`src/rtl/hvac_pkg.sv`:
```
// hvac_pkg: state encoding and fan-speed constants shared by the HVAC zone
// controller files.
package hvac_pkg;

  // Controller state encoding (also driven out on state_o).
  localparam logic [1:0] IDLE  = 2'd0;
  localparam logic [1:0] COOL  = 2'd1;
  localparam logic [1:0] HEAT  = 2'd2;
  localparam logic [1:0] FAULT = 2'd3;

  typedef enum logic [1:0] {
    ST_IDLE  = IDLE,
    ST_COOL  = COOL,
    ST_HEAT  = HEAT,
    ST_FAULT = FAULT
  } hvac_state_e;

  // Fan-speed end points; intermediate speeds only exist with the fan option.
  localparam logic [1:0] FAN_OFF = 2'd0;
  localparam logic [1:0] FAN_MAX = 2'd3;

  // Larger of two elaboration-time integers (sizes the shared dwell counter).
  function automatic int max_int(input int a, input int b);
    return (a > b) ? a : b;
  endfunction

endpackage

```
`src/rtl/hvac_zone_ctrl_if.sv`:
```
// hvac_zone_ctrl_if: sensor sample/valid inputs and actuator/status outputs of
// the zone controller. The master side is the sensor/actuator harness, the
// slave side is the controller itself.
interface hvac_zone_ctrl_if #(
  parameter int DATA_W = 8
);

  logic [DATA_W-1:0] sensor;
  logic              sensor_valid;
  logic              cooler;
  logic              heater;
  logic [1:0]        fan_speed;
  logic              fault;
  logic [1:0]        state_o;

  modport master (
    output sensor, sensor_valid,
    input  cooler, heater, fan_speed, fault, state_o
  );

  modport slave (
    input  sensor, sensor_valid,
    output cooler, heater, fan_speed, fault, state_o
  );

endinterface

```
`src/rtl/hvac_dwell_timer.sv`:
```
// hvac_dwell_timer: saturating up-counter with synchronous clear. Counts one
// per clock from 0 and holds at MAX until cleared.
module hvac_dwell_timer #(
  parameter  int MAX = 4,
  localparam int W   = $clog2(MAX + 1)
) (
  input  logic         clk,
  input  logic         rstn,
  input  logic         clr,
  output logic [W-1:0] cnt
);

  localparam logic [W-1:0] MAX_C = W'(MAX);

  logic [W-1:0] cnt_reg;

  // Clear has priority; otherwise count up and stick at MAX.
  always_ff @(posedge clk or negedge rstn) begin
    if (!rstn) begin
      cnt_reg <= '0;
    end else if (clr) begin
      cnt_reg <= '0;
    end else if (cnt_reg != MAX_C) begin
      cnt_reg <= cnt_reg + 1'b1;
    end
  end

  assign cnt = cnt_reg;

endmodule

```
`src/rtl/hvac_zone_ctrl.sv`:
```
// hvac_zone_ctrl: single-zone heat/cool controller with hysteresis,
// anti-short-cycle dwell minimums, stale-sensor fault and fan-speed output.
// Optional build macro HVAC_FAN_SPEED_EN: graded fan speed from the last valid
// sample; without it the fan simply runs at full speed in COOL/HEAT.
module hvac_zone_ctrl
  import hvac_pkg::*;
#(
  parameter int DATA_W   = 8,
  parameter int HOT_ON   = 35,
  parameter int HOT_OFF  = 25,
  parameter int COLD_ON  = 15,
  parameter int COLD_OFF = 30,
  parameter int MIN_ON   = 4,
  parameter int MIN_OFF  = 4,
  parameter int TIMEOUT  = 16,
  parameter int FAN_STEP = 5
) (
  input  logic                clk,
  input  logic                rstn,
  hvac_zone_ctrl_if.slave     bus
);

  localparam int DWELL_MAX = max_int(MIN_ON, MIN_OFF);
  localparam int DW        = $clog2(DWELL_MAX + 1);
  localparam int SW        = $clog2(TIMEOUT + 1);

  localparam logic [DATA_W-1:0] HOT_ON_C   = DATA_W'(HOT_ON);
  localparam logic [DATA_W-1:0] HOT_OFF_C  = DATA_W'(HOT_OFF);
  localparam logic [DATA_W-1:0] COLD_ON_C  = DATA_W'(COLD_ON);
  localparam logic [DATA_W-1:0] COLD_OFF_C = DATA_W'(COLD_OFF);
  localparam logic [DW-1:0]     MIN_ON_C   = DW'(MIN_ON);
  localparam logic [DW-1:0]     MIN_OFF_C  = DW'(MIN_OFF);
  localparam logic [SW-1:0]     STALE_LAST = SW'(TIMEOUT - 1);

  // Reject parameter sets that would make the hysteresis or timers meaningless.
  if (HOT_OFF >= HOT_ON) begin : g_chk_hot
    $fatal(1, "hvac_zone_ctrl: HOT_OFF must be below HOT_ON");
  end
  if (COLD_ON >= COLD_OFF) begin : g_chk_cold
    $fatal(1, "hvac_zone_ctrl: COLD_ON must be below COLD_OFF");
  end
  if (COLD_ON >= HOT_ON) begin : g_chk_band
    $fatal(1, "hvac_zone_ctrl: COLD_ON must be below HOT_ON");
  end
  if (MIN_ON < 1 || MIN_OFF < 1) begin : g_chk_dwell
    $fatal(1, "hvac_zone_ctrl: MIN_ON and MIN_OFF must be at least 1");
  end
  if (TIMEOUT < 2) begin : g_chk_timeout
    $fatal(1, "hvac_zone_ctrl: TIMEOUT must be at least 2");
  end
  if (FAN_STEP < 1) begin : g_chk_fan
    $fatal(1, "hvac_zone_ctrl: FAN_STEP must be at least 1");
  end

  hvac_state_e   state_reg;
  hvac_state_e   state_next;
  logic [DW-1:0] dwell_cnt;
  logic [SW-1:0] stale_cnt;
  logic          dwell_clr;
  logic          stale_timeout;

  // Dwell restarts on every state change so each state's minimum is measured
  // from its own entry edge.
  assign dwell_clr = (state_next != state_reg);

  hvac_dwell_timer #(.MAX(DWELL_MAX)) u_dwell (
    .clk  (clk),
    .rstn (rstn),
    .clr  (dwell_clr),
    .cnt  (dwell_cnt)
  );

  // Stale counter runs only across consecutive missing samples.
  hvac_dwell_timer #(.MAX(TIMEOUT)) u_stale (
    .clk  (clk),
    .rstn (rstn),
    .clr  (bus.sensor_valid),
    .cnt  (stale_cnt)
  );

  // TIMEOUT-th missing sample in a row forces FAULT at the coming edge.
  assign stale_timeout = !bus.sensor_valid && (stale_cnt >= STALE_LAST);

  // State register.
  always_ff @(posedge clk or negedge rstn) begin
    if (!rstn) begin
      state_reg <= ST_IDLE;
    end else begin
      state_reg <= state_next;
    end
  end

  // Next-state: thresholds act only on valid samples; timeout overrides dwell.
  always_comb begin
    state_next = state_reg;
    if (!bus.sensor_valid) begin
      if (stale_timeout) begin
        state_next = ST_FAULT;
      end
    end else begin
      case (state_reg)
        ST_IDLE: begin
          if (bus.sensor > HOT_ON_C && dwell_cnt >= MIN_OFF_C) begin
            state_next = ST_COOL;
          end else if (bus.sensor < COLD_ON_C && dwell_cnt >= MIN_OFF_C) begin
            state_next = ST_HEAT;
          end
        end
        ST_COOL: begin
          if (bus.sensor < HOT_OFF_C && dwell_cnt >= MIN_ON_C) begin
            state_next = ST_IDLE;
          end
        end
        ST_HEAT: begin
          if (bus.sensor > COLD_OFF_C && dwell_cnt >= MIN_ON_C) begin
            state_next = ST_IDLE;
          end
        end
        default: begin
          state_next = ST_IDLE;
        end
      endcase
    end
  end

  assign bus.state_o = state_reg;
  assign bus.cooler  = (state_reg == ST_COOL);
  assign bus.heater  = (state_reg == ST_HEAT);
  assign bus.fault   = (state_reg == ST_FAULT);

`ifdef HVAC_FAN_SPEED_EN
  localparam logic [DATA_W:0] STEP1_C = (DATA_W + 1)'(FAN_STEP);
  localparam logic [DATA_W:0] STEP2_C = (DATA_W + 1)'(2 * FAN_STEP);

  logic [DATA_W-1:0] last_reg;
  logic [DATA_W:0]   fan_d;
  logic [1:0]        fan_next;
  logic [1:0]        fan_reg;

  // Hold the most recent valid sample; only the fan grading consumes it.
  always_ff @(posedge clk or negedge rstn) begin
    if (!rstn) begin
      last_reg <= '0;
    end else if (bus.sensor_valid) begin
      last_reg <= bus.sensor;
    end
  end

  // Grade the fan by distance from the off-threshold; a negative distance
  // (sample already past the threshold) still runs the fan at its lowest speed.
  always_comb begin
    fan_d    = '0;
    fan_next = FAN_OFF;
    if (state_next == ST_COOL || state_next == ST_HEAT) begin
      if (state_next == ST_COOL) begin
        fan_d = {1'b0, last_reg} - {1'b0, HOT_OFF_C};
      end else begin
        fan_d = {1'b0, COLD_OFF_C} - {1'b0, last_reg};
      end
      if (fan_d[DATA_W] || fan_d < STEP1_C) begin
        fan_next = 2'd1;
      end else if (fan_d < STEP2_C) begin
        fan_next = 2'd2;
      end else begin
        fan_next = FAN_MAX;
      end
    end
  end

  // Registered fan speed, aligned with the state it belongs to.
  always_ff @(posedge clk or negedge rstn) begin
    if (!rstn) begin
      fan_reg <= FAN_OFF;
    end else begin
      fan_reg <= fan_next;
    end
  end

  assign bus.fan_speed = fan_reg;
`else
  assign bus.fan_speed = (state_reg == ST_COOL || state_reg == ST_HEAT) ? FAN_MAX : FAN_OFF;
`endif

endmodule

```
`src/flat_wrapper.sv`:
```
// flat-port wrapper written by rule: the top's interface ports become plain ports
module hvac_zone_ctrl_flat import hvac_pkg::*;
#(
  parameter int DATA_W   = 8,
  parameter int HOT_ON   = 35,
  parameter int HOT_OFF  = 25,
  parameter int COLD_ON  = 15,
  parameter int COLD_OFF = 30,
  parameter int MIN_ON   = 4,
  parameter int MIN_OFF  = 4,
  parameter int TIMEOUT  = 16,
  parameter int FAN_STEP = 5
)
  (clk, rstn, bus_sensor, bus_sensor_valid, bus_cooler, bus_heater, bus_fan_speed, bus_fault, bus_state_o);
  hvac_zone_ctrl_if #(.DATA_W(DATA_W)) bus_i ();
  input  logic clk;
  input  logic rstn;
  input wire logic [$bits(bus_i.sensor)-1:0] bus_sensor;
  input wire logic [$bits(bus_i.sensor_valid)-1:0] bus_sensor_valid;
  output wire logic [$bits(bus_i.cooler)-1:0] bus_cooler;
  output wire logic [$bits(bus_i.heater)-1:0] bus_heater;
  output wire logic [$bits(bus_i.fan_speed)-1:0] bus_fan_speed;
  output wire logic [$bits(bus_i.fault)-1:0] bus_fault;
  output wire logic [$bits(bus_i.state_o)-1:0] bus_state_o;
  assign bus_i.sensor = bus_sensor;
  assign bus_i.sensor_valid = bus_sensor_valid;
  assign bus_cooler = bus_i.cooler;
  assign bus_heater = bus_i.heater;
  assign bus_fan_speed = bus_i.fan_speed;
  assign bus_fault = bus_i.fault;
  assign bus_state_o = bus_i.state_o;
  hvac_zone_ctrl #(.DATA_W(DATA_W), .HOT_ON(HOT_ON), .HOT_OFF(HOT_OFF), .COLD_ON(COLD_ON), .COLD_OFF(COLD_OFF), .MIN_ON(MIN_ON), .MIN_OFF(MIN_OFF), .TIMEOUT(TIMEOUT), .FAN_STEP(FAN_STEP)) u_core (.clk(clk), .rstn(rstn), .bus(bus_i));
endmodule
```
`config.mk`:
```
export PLATFORM = sky130hd
export DESIGN_NAME = hvac_zone_ctrl_flat
export DESIGN_NICKNAME = d
export VERILOG_FILES = /design/src/rtl/hvac_pkg.sv /design/src/rtl/hvac_zone_ctrl_if.sv /design/src/rtl/hvac_dwell_timer.sv /design/src/rtl/hvac_zone_ctrl.sv /design/src/flat_wrapper.sv
export SDC_FILE = /design/constraint.sdc
export NUM_CORES = 1
export LEC_CHECK = 0
export ABC_AREA = 1
export BUFFER_PORTS_ARGS = -buffer_cell sky130_fd_sc_hd__buf_2
export CORE_MARGIN = 5
export CORE_UTILIZATION = 35
export DETAILED_ROUTE_END_ITERATION = 10
export PLACE_DENSITY = 0.64
export SYNTH_ARGS = -nofsm -noshare
export SYNTH_HDL_FRONTEND = slang
export SYNTH_SLANG_ARGS = --single-unit
```
`constraint.sdc`:
```
create_clock -name clk -period 1.9 [get_ports clk]
set_input_delay 0.285 -clock clk [delete_from_list [all_inputs] [get_ports clk]]
set_output_delay 0.285 -clock clk [all_outputs]
set_load 0.005 [all_outputs]
```
==> results of run 1 <==
-- cells in the final DEF, fill, tap and decap left out, drive strengths merged --
cell type | synthesis | final
a21oi | 9 | 9
nand3 | 9 | 9
dlygate4sd3 | 0 | 1
nand3b | 1 | 1
ha | 9 | 9
dfrtp | 10 | 10
nand2 | 29 | 29
o31ai | 1 | 1
o21ai | 4 | 4
a21boi | 1 | 1
nor3 | 1 | 1
xor2 | 1 | 1
buf | 1 | 18
clkbuf | 0 | 4
inv | 18 | 18
nor2 | 17 | 17
nand4 | 3 | 3
-- per-layer routing --
layer,wire [um],global-route usage,part of all wire
met1,659,0.106,0.40
met2,901,0.224,0.54
met3,92,0.0312,0.055
met4,14,0.0497,0.0084
met5,0,0,0
-- where the power goes --
part	switching, mW	leakage (nW)	internal [mW]
Combinational	0.289	0.366	0.215
Sequential	0.0460	0.133	0.264
Clock	0.0673	0.0210	0.116
-- final cells by class --
cell class	instances	area (sq um)	area share
clock buffers	4	36.3	0.0374
repair buffers	19	103	0.106
flip-flops and latches	10	250	0.258
inverters	18	67.6	0.0697
multi-input cells	85	478	0.493
well taps	28	35.0	0.0361
-- path summary, 6_finish.rpt --
check | from | endpoint | slack, ps | depth (start not counted)
max | u_core.u_stale.cnt[0]$_DFFE_PN0P_ | u_core.u_dwell.cnt[0]$_DFFE_PN0P_ | 190 | 12
min | bus_sensor_valid | u_core.u_stale.cnt[3]$_DFFE_PN0P_ | 250 | 2
max reg2reg | u_core.u_stale.cnt[0]$_DFFE_PN0P_ | u_core.u_dwell.cnt[0]$_DFFE_PN0P_ | 190 | 12
min reg2reg | u_core.u_stale.cnt[1]$_DFFE_PN0P_ | u_core.u_stale.cnt[1]$_DFFE_PN0P_ | 610 | 2
max in group asynchronous | rstn | u_core.u_dwell.cnt[0]$_DFFE_PN0P_ | 1310 | 2
min in group asynchronous | rstn | u_core.u_stale.cnt[2]$_DFFE_PN0P_ | 410 | 2
-- stage by stage --
step                hold WS (ps)  cells  power, mW   util
finish                       246    164      0.997  0.438
floorplan                  -10.6    114      0.677      -
global placement             154    159      0.802  0.417
CTS                          233    164       1.02  0.438
global route                 236    164       1.11  0.438
detailed placement           154    159      0.825  0.417
-- timing repair --
action | in CTS | in global routing
gates resized for setup | 0 | 0
hold buffers | 1 | 0
hold endpoints to repair | 10 | 0
-- cell families (layout without fill, tap and decap cells) --
family	count (synthesis)	in the layout	synth area share
xor+xnor	1	1	0.0109
flops	10	10	0.312
simple gates	60	60	0.344
buf+inv	19	41	0.0935
compound gates	15	15	0.0997
fa+ha+maj	9	9	0.140
==> impl_table.tex, run 1 <==
\begin{tabular}{lr}
\hline
Metric & Value \\
\hline
\multicolumn{2}{l}{\textbf{STA}} \\
Max Fclk & between 500 and 600 MHz \\
Worst-Margin Slew & $\sim$210 ps \\
Share of the clock period used by the worst path & 0.897 \\
Headroom to the max-slew limit & 0.860 \\
Final critical delay including setup and external delays & 1710 ps \\
Count of final setup violators & 0 \\
Accumulated negative setup slack & 0 ps \\
Unrepaired setup endpoints after global routing & false \\
Final worst slack & roughly 190 ps \\
Hold violation count in the final report & 0 \\
Pins over their slew limit & 0 \\
Final Skew & between 0.09 and 0.1 ps \\
\multicolumn{2}{l}{\textbf{CTS}} \\
Longest Clk Path Bufs & 2 \\
Count of H-tree levels built during CTS & 1 \\
CTS Root Buffer Type & sky130\_fd\_sc\_hd\_\_clkbuf\_4 \\
Number of post-CTS setup repair buffers & 0 \\
Number of CTS-inserted buffers & 3 \\
Clock Latency Late Sink & 260 ps \\
Count of clock tree sinks & 10 \\
Clock tree from TritonCTS & yes \\
Clock slew seen by the registers of the worst setup and hold paths & 60 ps \\
\multicolumn{2}{l}{\textbf{Worst setup path}} \\
Critical path's slowest cell & sky130\_fd\_sc\_hd\_\_dfrtp\_1 \\
Count of buffer and inverter cells on the critical path & 0 \\
Largest stage delay, worst path & roughly 400 ps \\
Worst EP arrival & 1850 ps \\
Kind of cell adding the most delay to the critical path & simple AND/OR/NAND/NOR gates \\
Capturing element type of the critical path & register \\
Ordered cell list for the critical path & ha\_1, nand2\_1, nor2\_1, ha\_1, nor2\_1, a21oi\_1, a21oi\_1, nand2\_1, nand2\_1, nand2\_1, nand3\_2, nor2\_1 \\
Type of element launching the critical path & register \\
Dominant cell type by count on the critical path & sky130\_fd\_sc\_hd\_\_nand2\_1 \\
WP data required & between 2000 and 2500 ps \\
Crit-path max FO & 3 \\
Type of the worst setup path & reg -> reg \\
\multicolumn{2}{l}{\textbf{Floorplan}} \\
Die boundary width & about 58 um \\
Floorplan die height & a little under 60 um \\
Total Die Area & roughly 3400 sq um \\
Number of ports placed on the die boundary & 18 \\
Core region area & between 2000 and 2500 sq um \\
Starting density of the core & 0.363 \\
Cell Rows & 17 \\
\multicolumn{2}{l}{\textbf{Logic synthesis}} \\
Post-Synthesis Net Count & between 100 and 150 \\
Synth Flop Type & sky130\_fd\_sc\_hd\_\_dfrtp\_1 \\
Async S/R FF share, synth & 1.00 \\
Proportion of netlist area held by the largest area contributor & 0.312 \\
Synth top area cells & sky130\_fd\_sc\_hd\_\_dfrtp\_1 (31\%), sky130\_fd\_sc\_hd\_\_ha\_1 (14\%), sky130\_fd\_sc\_hd\_\_nand2\_1 (12\%) \\
Number of flops mapped to enable cells by yosys & 0 \\
Number of distinct library cell variants in the gate-level netlist after synthesis & 19 \\
Sequential element share of the synthesized area & 0.312 \\
Number of instances in the synthesized netlist & approximately 110 \\
Most common cell in the synthesized netlist & sky130\_fd\_sc\_hd\_\_nand2\_1 \\
Most frequent cells after synthesis & sky130\_fd\_sc\_hd\_\_nand2\_1 (25), sky130\_fd\_sc\_hd\_\_inv\_1 (16), sky130\_fd\_sc\_hd\_\_nor2\_1 (14) \\
Post-synthesis average cell area & approximately 7 sq um \\
Synthesis-stage register bit count & 10 \\
Cell accounting for the most synthesized area & sky130\_fd\_sc\_hd\_\_dfrtp\_1 \\
Cell area after technology mapping & approximately 800 sq um \\
Yosys warns & 0 \\
\multicolumn{2}{l}{\textbf{Pwr}} \\
Leakage & between 0.5 and 0.6 nW \\
PwrDens & 1030 nW/um\^{}2 \\
Worst IR Drop VDD & between 600 and 700 uV \\
\multicolumn{2}{l}{\textbf{Final layout}} \\
Total Nets Final & between 150 and 200 \\
Proportion of layout cells with a drive suffix above 1 & 0.243 \\
Fill cell total of the finished layout & between 200 and 250 \\
Number of antenna diodes & 0 \\
Area growth syn-to-layout & 20.7\% \\
Max FFs per register & 5 \\
Summed area of non-filler cells in the final layout & 970 sq um \\
\multicolumn{2}{l}{\textbf{GRT}} \\
Vias in the first global route & roughly 760 \\
Pin count of the biggest net entering global routing & 11 \\
First-pass GRT wire length & $\sim$3.0 mm \\
Sum of overflow across all layers after global routing & 0 \\
Initial antenna violation count & 0 \\
Tot GR Track Use & 0.113 \\
\multicolumn{2}{l}{\textbf{Worst hold path}} \\
Worst hold path type & in -> reg \\
\multicolumn{2}{l}{\textbf{Run status}} \\
Outcome & finished clean \\
\multicolumn{2}{l}{\textbf{Placement}} \\
Setup WS pre-CTS & roughly 210 ps \\
Post-detail-place hpwl & roughly 1.4 mm \\
Final weighted congestion in routability-driven placement & about 0.85 \\
Count of input and output buffers & 17 \\
Post-placement cell area & 923 sq um \\
\multicolumn{2}{l}{\textbf{Job}} \\
Max-capacitance violation count & 0 \\
\multicolumn{2}{l}{\textbf{Drt}} \\
Detailed Route Iter0 Violations & 9 \\
Detail Route Antenna Nets & 0 \\
Drt total wl & about 1.7 mm \\
Routed wire per std cell & about 10 um \\
Average via count per standard cell & roughly 4.7 \\
Count of unresolved DRC violations after routing & 0 \\
Via total after detailed routing & 778 \\
First-pass detailed-route iteration total & 4 \\
\hline
\end{tabular}
No activity file was read; power rests on OpenSTA's default activity.
==> run 2, diff against run 1 <==
ABC_AREA = 0   (was 1)
CORE_UTILIZATION = 50   (was 35)
PLACE_DENSITY = 0.82   (was 0.64)
==> run 2 against run 1 <==
Sequential share of layout area fell by 0.71 points. Sequential cell count did not move. Count of clock-buffer cells in the layout did not move. Die area fell by 22%. Setup slack got worse by 67 ps. Critical path depth fell by 6. Register-to-register slack got worse by 70 ps. Synthesized cell count fell by 17%. Core utilization rose by 21 points. Non-clock buffer count rose by 1. Clock skew rose by 8.5 ps. Routed wire length rose by 6.8%. Critical path type unchanged. Highest routed layer unchanged.
==> impl_table.tex, run 2 <==
\begin{tabular}{lr}
\hline
Metric & Value \\
\hline
\multicolumn{2}{l}{\textbf{Logic synthesis}} \\
Cell accounting for the most synthesized area & sky130\_fd\_sc\_hd\_\_dfrtp\_1 \\
Post-Synthesis Net Count & roughly 120 \\
Sequential element share of the synthesized area & 0.295 \\
Synthesis-stage register bit count & 10 \\
Synth top area cells & sky130\_fd\_sc\_hd\_\_dfrtp\_1 (30\%), sky130\_fd\_sc\_hd\_\_ha\_1 (13\%), sky130\_fd\_sc\_hd\_\_nor2\_1 (5.8\%) \\
Most common cell in the synthesized netlist & sky130\_fd\_sc\_hd\_\_nor2\_1 \\
Cell area after technology mapping & $\sim$850 sq um \\
Number of flops mapped to enable cells by yosys & 0 \\
Proportion of netlist area held by the largest area contributor & 0.295 \\
Number of distinct library cell variants in the gate-level netlist after synthesis & 38 \\
Async S/R FF share, synth & 1.00 \\
Number of instances in the synthesized netlist & 95 \\
Synth Flop Type & sky130\_fd\_sc\_hd\_\_dfrtp\_1 \\
Most frequent cells after synthesis & sky130\_fd\_sc\_hd\_\_nor2\_1 (13), sky130\_fd\_sc\_hd\_\_inv\_1 (11), sky130\_fd\_sc\_hd\_\_dfrtp\_1 (10) \\
Post-synthesis average cell area & 8.92 sq um \\
Yosys warns & 0 \\
\multicolumn{2}{l}{\textbf{GRT}} \\
Tot GR Track Use & 0.149 \\
Initial antenna violation count & 0 \\
Sum of overflow across all layers after global routing & 0 \\
First-pass GRT wire length & a little under 3 mm \\
Pin count of the biggest net entering global routing & 14 \\
Vias in the first global route & around 700 \\
\multicolumn{2}{l}{\textbf{Drt}} \\
Detail Route Antenna Nets & 0 \\
Count of unresolved DRC violations after routing & 0 \\
Routed wire per std cell & between 10 and 15 um \\
Via total after detailed routing & approximately 800 \\
Average via count per standard cell & slightly above 6 \\
First-pass detailed-route iteration total & 5 \\
Drt total wl & between 1.5 and 2 mm \\
Detailed Route Iter0 Violations & 22 \\
\multicolumn{2}{l}{\textbf{STA}} \\
Final hold slack & 336 ps \\
Worst-Margin Slew & roughly 520 ps \\
Share of the clock period used by the worst path & 0.933 \\
Headroom to the max-slew limit & 0.652 \\
Pins over their slew limit & 0 \\
Count of final setup violators & 0 \\
Final Skew & 8.62 ps \\
Final critical delay including setup and external delays & around 1800 ps \\
Hold violation count in the final report & 0 \\
Max Fclk & 564 MHz \\
Unrepaired setup endpoints after global routing & false \\
Accumulated negative setup slack & 0 ps \\
\multicolumn{2}{l}{\textbf{Pwr}} \\
Leakage & around 0.46 nW \\
Total power of the final layout & roughly 1.1 mW \\
PwrDens & between 1000 and 1500 nW/um\^{}2 \\
Worst IR Drop VDD & around 740 uV \\
\multicolumn{2}{l}{\textbf{Worst setup path}} \\
WP data required & roughly 2100 ps \\
Type of element launching the critical path & register \\
Type of the worst setup path & reg -> reg \\
Capturing element type of the critical path & register \\
Critical path's slowest cell & sky130\_fd\_sc\_hd\_\_dfrtp\_2 \\
Crit-path max FO & 8 \\
Worst EP arrival & about 1900 ps \\
Ordered cell list for the critical path & ha\_1, nand2b\_1, a2111oi\_1, a2111oi\_2, o21ai\_2, nor2\_1 \\
Largest stage delay, worst path & about 460 ps \\
R2R setup slack & between 100 and 150 ps \\
\multicolumn{2}{l}{\textbf{CTS}} \\
Clock slew seen by the registers of the worst setup and hold paths & about 70 ps \\
Longest Clk Path Bufs & 2 \\
Number of CTS-inserted buffers & 3 \\
Clock tree from TritonCTS & yes \\
Count of clock tree sinks & 10 \\
Clock Latency Late Sink & 270 ps \\
Count of H-tree levels built during CTS & 1 \\
Number of post-CTS setup repair buffers & 0 \\
CTS Root Buffer Type & sky130\_fd\_sc\_hd\_\_clkbuf\_4 \\
\multicolumn{2}{l}{\textbf{Final layout}} \\
Total Nets Final & about 140 \\
Highest-count cells in the layout ignoring fill and taps & sky130\_fd\_sc\_hd\_\_buf\_2 (17), sky130\_fd\_sc\_hd\_\_nor2\_1 (12), sky130\_fd\_sc\_hd\_\_inv\_1 (11), sky130\_fd\_sc\_hd\_\_ha\_1 (8), sky130\_fd\_sc\_hd\_\_dfrtp\_1 (8) \\
End-of-flow core utilization & 0.646 \\
Most frequent standard cell in the layout excluding fill and tap cells & sky130\_fd\_sc\_hd\_\_buf\_2 \\
Max FFs per register & 5 \\
Proportion of layout cells with a drive suffix above 1 & 0.319 \\
Number of antenna diodes & 0 \\
Area growth syn-to-layout & 18.9\% \\
Summed area of non-filler cells in the final layout & approximately 1000 sq um \\
\multicolumn{2}{l}{\textbf{Placement}} \\
Final weighted congestion in routability-driven placement & between 0.8 and 0.9 \\
Count of input and output buffers & 17 \\
Post-detail-place hpwl & between 1 and 1.5 mm \\
Post-placement cell area & around 950 sq um \\
\multicolumn{2}{l}{\textbf{Floorplan}} \\
Die boundary width & slightly above 50 um \\
Number of ports placed on the die boundary & 18 \\
Total Die Area & $\sim$2600 sq um \\
Core region area & 1560 sq um \\
Cell Rows & 14 \\
Starting density of the core & 0.543 \\
Floorplan die height & roughly 51 um \\
\multicolumn{2}{l}{\textbf{Job}} \\
Max-capacitance violation count & 0 \\
\multicolumn{2}{l}{\textbf{Run status}} \\
Outcome & finished clean \\
\multicolumn{2}{l}{\textbf{Worst hold path}} \\
Worst hold path type & in -> reg \\
\hline
\end{tabular}
## run 2: what timing repair did
item | 4_1_cts | 5_1_grt
endpoints found under the setup margin | 0 | 3
hold endpoints to repair | 10 | 0
hold buffers | 1 | 0
resized for setup | 0 | 5
## run 2: metal layers
layer | GRT usage | wire length [um] | vias to the layer above | part of all wire
li1 | - | - | 381 | -
met1 | 0.192 | 779 | 390 | 0.44
met2 | 0.232 | 846 | 24 | 0.48
met3 | 0.0465 | 131 | 4 | 0.074
met4 | 0.0583 | 24 | 0 | 0.013
met5 | 0 | 0 | - | 0
## run 2: final cells by class
type / instances / area [sq um]
inverter: 11 / 41.3
clock buffer: 4 / 36.3
sequential: 10 / 253
tap: 16 / 20.0
timing repair buffer: 20 / 110
fill: 134 / 552
multi-input combinational: 71 / 547
## run 2: cell families after synthesis
group,count (synthesis),share of synthesized area
compound gates,22,0.223
xor+xnor,4,0.0414
fa+ha+maj,9,0.133
buf+inv,14,0.0694
flops,10,0.295
mux,1,0.0118
simple gates,35,0.226
## run 2: path summary, 6_finish.rpt
| path | depth (start not counted) | startpoint | to |
|---|---|---|---|
| worst max-delay path | 6 | u_core.bus.state_o[1]$_DFF_PN0_ | u_core.u_dwell.cnt[0]$_DFFE_PN0P_ |
| worst min-delay path | 2 | bus_sensor_valid | u_core.u_stale.cnt[0]$_DFFE_PN0P_ |
| worst max register to register | 6 | u_core.bus.state_o[1]$_DFF_PN0_ | u_core.u_dwell.cnt[0]$_DFFE_PN0P_ |
| worst min register to register | 2 | u_core.u_dwell.cnt[0]$_DFFE_PN0P_ | u_core.u_dwell.cnt[0]$_DFFE_PN0P_ |
| max in group asynchronous | 2 | rstn | u_core.bus.state_o[1]$_DFF_PN0_ |
| min in group asynchronous | 2 | rstn | u_core.u_stale.cnt[0]$_DFFE_PN0P_ |
## run 2: metrics by stage
step	setup slack, ps	std cells
4_1_cts	26.3	132
2_1_floorplan	140	95
3_5_place_dp	37.9	127
3_3_place_gp	83.3	127
5_1_grt	23.6	132
6_report	128	132
## run 2: worst max-delay path, delay by kind of cell (launching register included)
kind / cells / cell delay (ps)
AND/OR/NAND/NOR: 2 / 250
flip-flops: 1 / 460
AO/OA/AOI/OAI: 3 / 670
adder cells (fa/ha/maj): 1 / 260
## run 2: report_power, final
part	internal (mW)	total [mW]	leakage (nW)	switching [mW]
Sequential	0.268	0.342	0.127	0.0732
Combinational	0.253	0.531	0.309	0.278
Clock	0.116	0.191	0.0210	0.0747
Total	0.638	1.06	0.457	0.426
==> run 3, diff against run 2 <==
CORE_UTILIZATION = 47   (was 50)
PLACE_DENSITY = 0.81   (was 0.82)
TNS_END_PERCENT = 10   (was not set)
clock period = 1.55 ns   (was 1.9 ns; I/O delays follow)
==> run 3 against run 2 <==
The run now ends with setup timing left. Clock power decreased by 4%. Hold slack got worse by 4.8 ps. Cell count increased by 20%. Power increased by 31%. Highest routed layer unchanged. Via count increased by 4.4%. Register-to-register slack got worse by 240 ps. Routed wire length increased by 20%. Final area increased by 19%.
==> impl_table.tex, run 3 (synthesis results as in run 2) <==
\begin{tabular}{lr}
\hline
Metric & Value \\
\hline
\multicolumn{2}{l}{\textbf{Run status}} \\
Outcome & finished, violations left \\
Violated checks & setup timing \\
\multicolumn{2}{l}{\textbf{Worst setup path}} \\
Type of element launching the critical path & register \\
Launch instance of the worst register-to-register path & u\_core.u\_stale.cnt[1]\$\_DFFE\_PN0P\_ \\
Number of cells on the worst reg-to-reg path & 8 \\
Endpoint of the most critical setup path & u\_core.u\_dwell.cnt[1]\$\_DFFE\_PN0P\_ \\
Capturing element type of the critical path & register \\
Beginning of the critical path & u\_core.u\_stale.cnt[1]\$\_DFFE\_PN0P\_ \\
Worst EP arrival & around 1800 ps \\
Crit-path max FO & 3 \\
Worst reg2reg endpoint & u\_core.u\_dwell.cnt[1]\$\_DFFE\_PN0P\_ \\
WP data required & 1730 ps \\
Type of the worst setup path & reg -> reg \\
R2R setup slack & -110 ps \\
\multicolumn{2}{l}{\textbf{Job}} \\
Max-capacitance violation count & 0 \\
\multicolumn{2}{l}{\textbf{Worst hold path}} \\
Worst hold path type & in -> reg \\
\multicolumn{2}{l}{\textbf{STA}} \\
Max Fclk & approximately 600 MHz \\
Final Skew & approximately 9.4 ps \\
Final hold slack & approximately 330 ps \\
Final critical delay including setup and external delays & approximately 1700 ps \\
Accumulated negative setup slack & -300 ps \\
Count of final setup violators & 4 \\
Final worst slack & -108 ps \\
Worst-Margin Slew & approximately 420 ps \\
Unrepaired setup endpoints after global routing & true \\
Pins over their slew limit & 0 \\
Headroom to the max-slew limit & 0.721 \\
Hold violation count in the final report & 0 \\
Share of the clock period used by the worst path & 1.07 \\
\multicolumn{2}{l}{\textbf{GRT}} \\
Sum of overflow across all layers after global routing & 0 \\
First-pass GRT wire length & approximately 3.7 mm \\
Tot GR Track Use & 0.185 \\
Initial antenna violation count & 0 \\
Pin count of the biggest net entering global routing & 11 \\
Vias in the first global route & between 800 and 900 \\
\multicolumn{2}{l}{\textbf{Drt}} \\
Routed wire per std cell & 13.4 um \\
Via total after detailed routing & 834 \\
Average via count per standard cell & $\sim$5.2 \\
First-pass detailed-route iteration total & 4 \\
Count of unresolved DRC violations after routing & 0 \\
Detail Route Antenna Nets & 0 \\
Drt total wl & 2.13 mm \\
Detailed Route Iter0 Violations & 26 \\
\multicolumn{2}{l}{\textbf{Placement}} \\
Final weighted congestion in routability-driven placement & just over 0.9 \\
Post-detail-place hpwl & 1.77 mm \\
Count of input and output buffers & 17 \\
Setup WS pre-CTS & -133 ps \\
\multicolumn{2}{l}{\textbf{Final layout}} \\
Max FFs per register & 5 \\
Number of antenna diodes & 0 \\
Area growth syn-to-layout & 41.5\% \\
Most frequent standard cell in the layout excluding fill and tap cells & sky130\_fd\_sc\_hd\_\_buf\_4 \\
End-of-flow core utilization & 0.694 \\
Total Nets Final & roughly 160 \\
Proportion of layout cells with a drive suffix above 1 & 0.440 \\
Highest-count cells in the layout ignoring fill and taps & sky130\_fd\_sc\_hd\_\_buf\_4 (20), sky130\_fd\_sc\_hd\_\_buf\_2 (17), sky130\_fd\_sc\_hd\_\_nor2\_1 (12), sky130\_fd\_sc\_hd\_\_inv\_1 (11), sky130\_fd\_sc\_hd\_\_dfrtp\_1 (8) \\
\multicolumn{2}{l}{\textbf{Pwr}} \\
Switch share & 0.400 \\
Switching power total & about 560 uW \\
Internal power contribution & around 840 uW \\
Share of power burned in the clock network & 0.132 \\
Proportion of power drawn by flip-flops and latches & 0.286 \\
PwrDens & between 1000 and 1500 nW/um\^{}2 \\
Part of the power in combinational logic & 0.582 \\
Worst IR Drop VDD & 1040 uV \\
Leakage & 0.548 nW \\
\multicolumn{2}{l}{\textbf{CTS}} \\
Longest Clk Path Bufs & 2 \\
Clock slew seen by the registers of the worst setup and hold paths & around 70 ps \\
Number of post-CTS setup repair buffers & 0 \\
Clock Latency Late Sink & 260 ps \\
Count of H-tree levels built during CTS & 1 \\
Clock tree from TritonCTS & yes \\
CTS Root Buffer Type & sky130\_fd\_sc\_hd\_\_clkbuf\_4 \\
Count of clock tree sinks & 10 \\
Number of CTS-inserted buffers & 3 \\
\multicolumn{2}{l}{\textbf{Floorplan}} \\
Cell Rows & 15 \\
Total Die Area & 2750 sq um \\
Floorplan die height & about 52 um \\
Die boundary width & roughly 52 um \\
Number of ports placed on the die boundary & 18 \\
Core region area & around 1700 sq um \\
Starting density of the core & 0.491 \\
\hline
\end{tabular}
-- run 3: repair_timing --
action	in CTS	in global routing
pin swaps	0	1
resized for setup	2	3
cloned	0	0
hold endpoints to repair	10	0
hold buffers	1	0
setup endpoints to repair	6	6
-- run 3: metrics by stage --
step | std cells | total power, mW | instance area [sq um]
floorplan | 95 | 0.889 | 883
global placement | 154 | 1.15 | 1130
detailed placement | 154 | 1.19 | 1130
CTS | 159 | 1.39 | 1180
global route | 159 | 1.52 | 1200
finish | 159 | 1.39 | 1200
-- run 3: worst max-delay path, stage by stage (launching register included) --
cell and delay [ps]:
sky130_fd_sc_hd__dfrtp_1 390, sky130_fd_sc_hd__ha_2 200, sky130_fd_sc_hd__and3_4 150, sky130_fd_sc_hd__ha_4 150, sky130_fd_sc_hd__nor2_4 110, sky130_fd_sc_hd__a221oi_2 70, sky130_fd_sc_hd__a2111oi_2 250, sky130_fd_sc_hd__o21ai_2 130
sky130_fd_sc_hd__a21oi_1 120
-- run 3: worst min path at each step --
| stage | start | end | slack (ps) | cells after the start |
|---|---|---|---|---|
| 2_1_floorplan | rstn | u_core.bus.state_o[0]$_DFF_PN0_ | -60 | 0 |
| 3_3_place_gp | rstn | u_core.u_stale.cnt[0]$_DFFE_PN0P_ | 100 | 1 |
| 3_5_place_dp | rstn | u_core.u_stale.cnt[0]$_DFFE_PN0P_ | 110 | 1 |
| 4_1_cts | bus_sensor_valid | u_core.u_stale.cnt[4]$_DFFE_PN0P_ | 340 | 3 |
| 5_1_grt | bus_sensor_valid | u_core.bus.state_o[0]$_DFF_PN0_ | 340 | 3 |
| 6_report | bus_sensor_valid | u_core.bus.state_o[1]$_DFF_PN0_ | 330 | 3 |
-- run 3: layout make-up --
class,count,area (sq um)
Multi-Input combinational cell,71,602
Fill cell,146,528
Sequential cell,10,253
Timing Repair Buffer,38,245
Inverter,11,41.3
Tap cell,25,31.3
Clock buffer,4,26.3
-- run 3: routing by layer --
| layer | track usage | wire, um | up-vias |
|---|---|---|---|
| met5 | 0 | 0 | - |
| met4 | 0.0809 | 21 | 0 |
| met3 | 0.0285 | 87 | 2 |
| met2 | 0.349 | 1120 | 18 |
| met1 | 0.198 | 897 | 396 |
| li1 | - | - | 418 |
-- run 3: power groups by stage --
stage / Clock (mW) / Combinational, mW / Sequential (mW)
floorplan: 0 / 0.500 / 0.389
global placement: 0 / 0.752 / 0.397
detailed placement: 0 / 0.783 / 0.404
CTS: 0.193 / 0.796 / 0.399
global route: 0.212 / 0.896 / 0.413
finish: 0.184 / 0.811 / 0.399
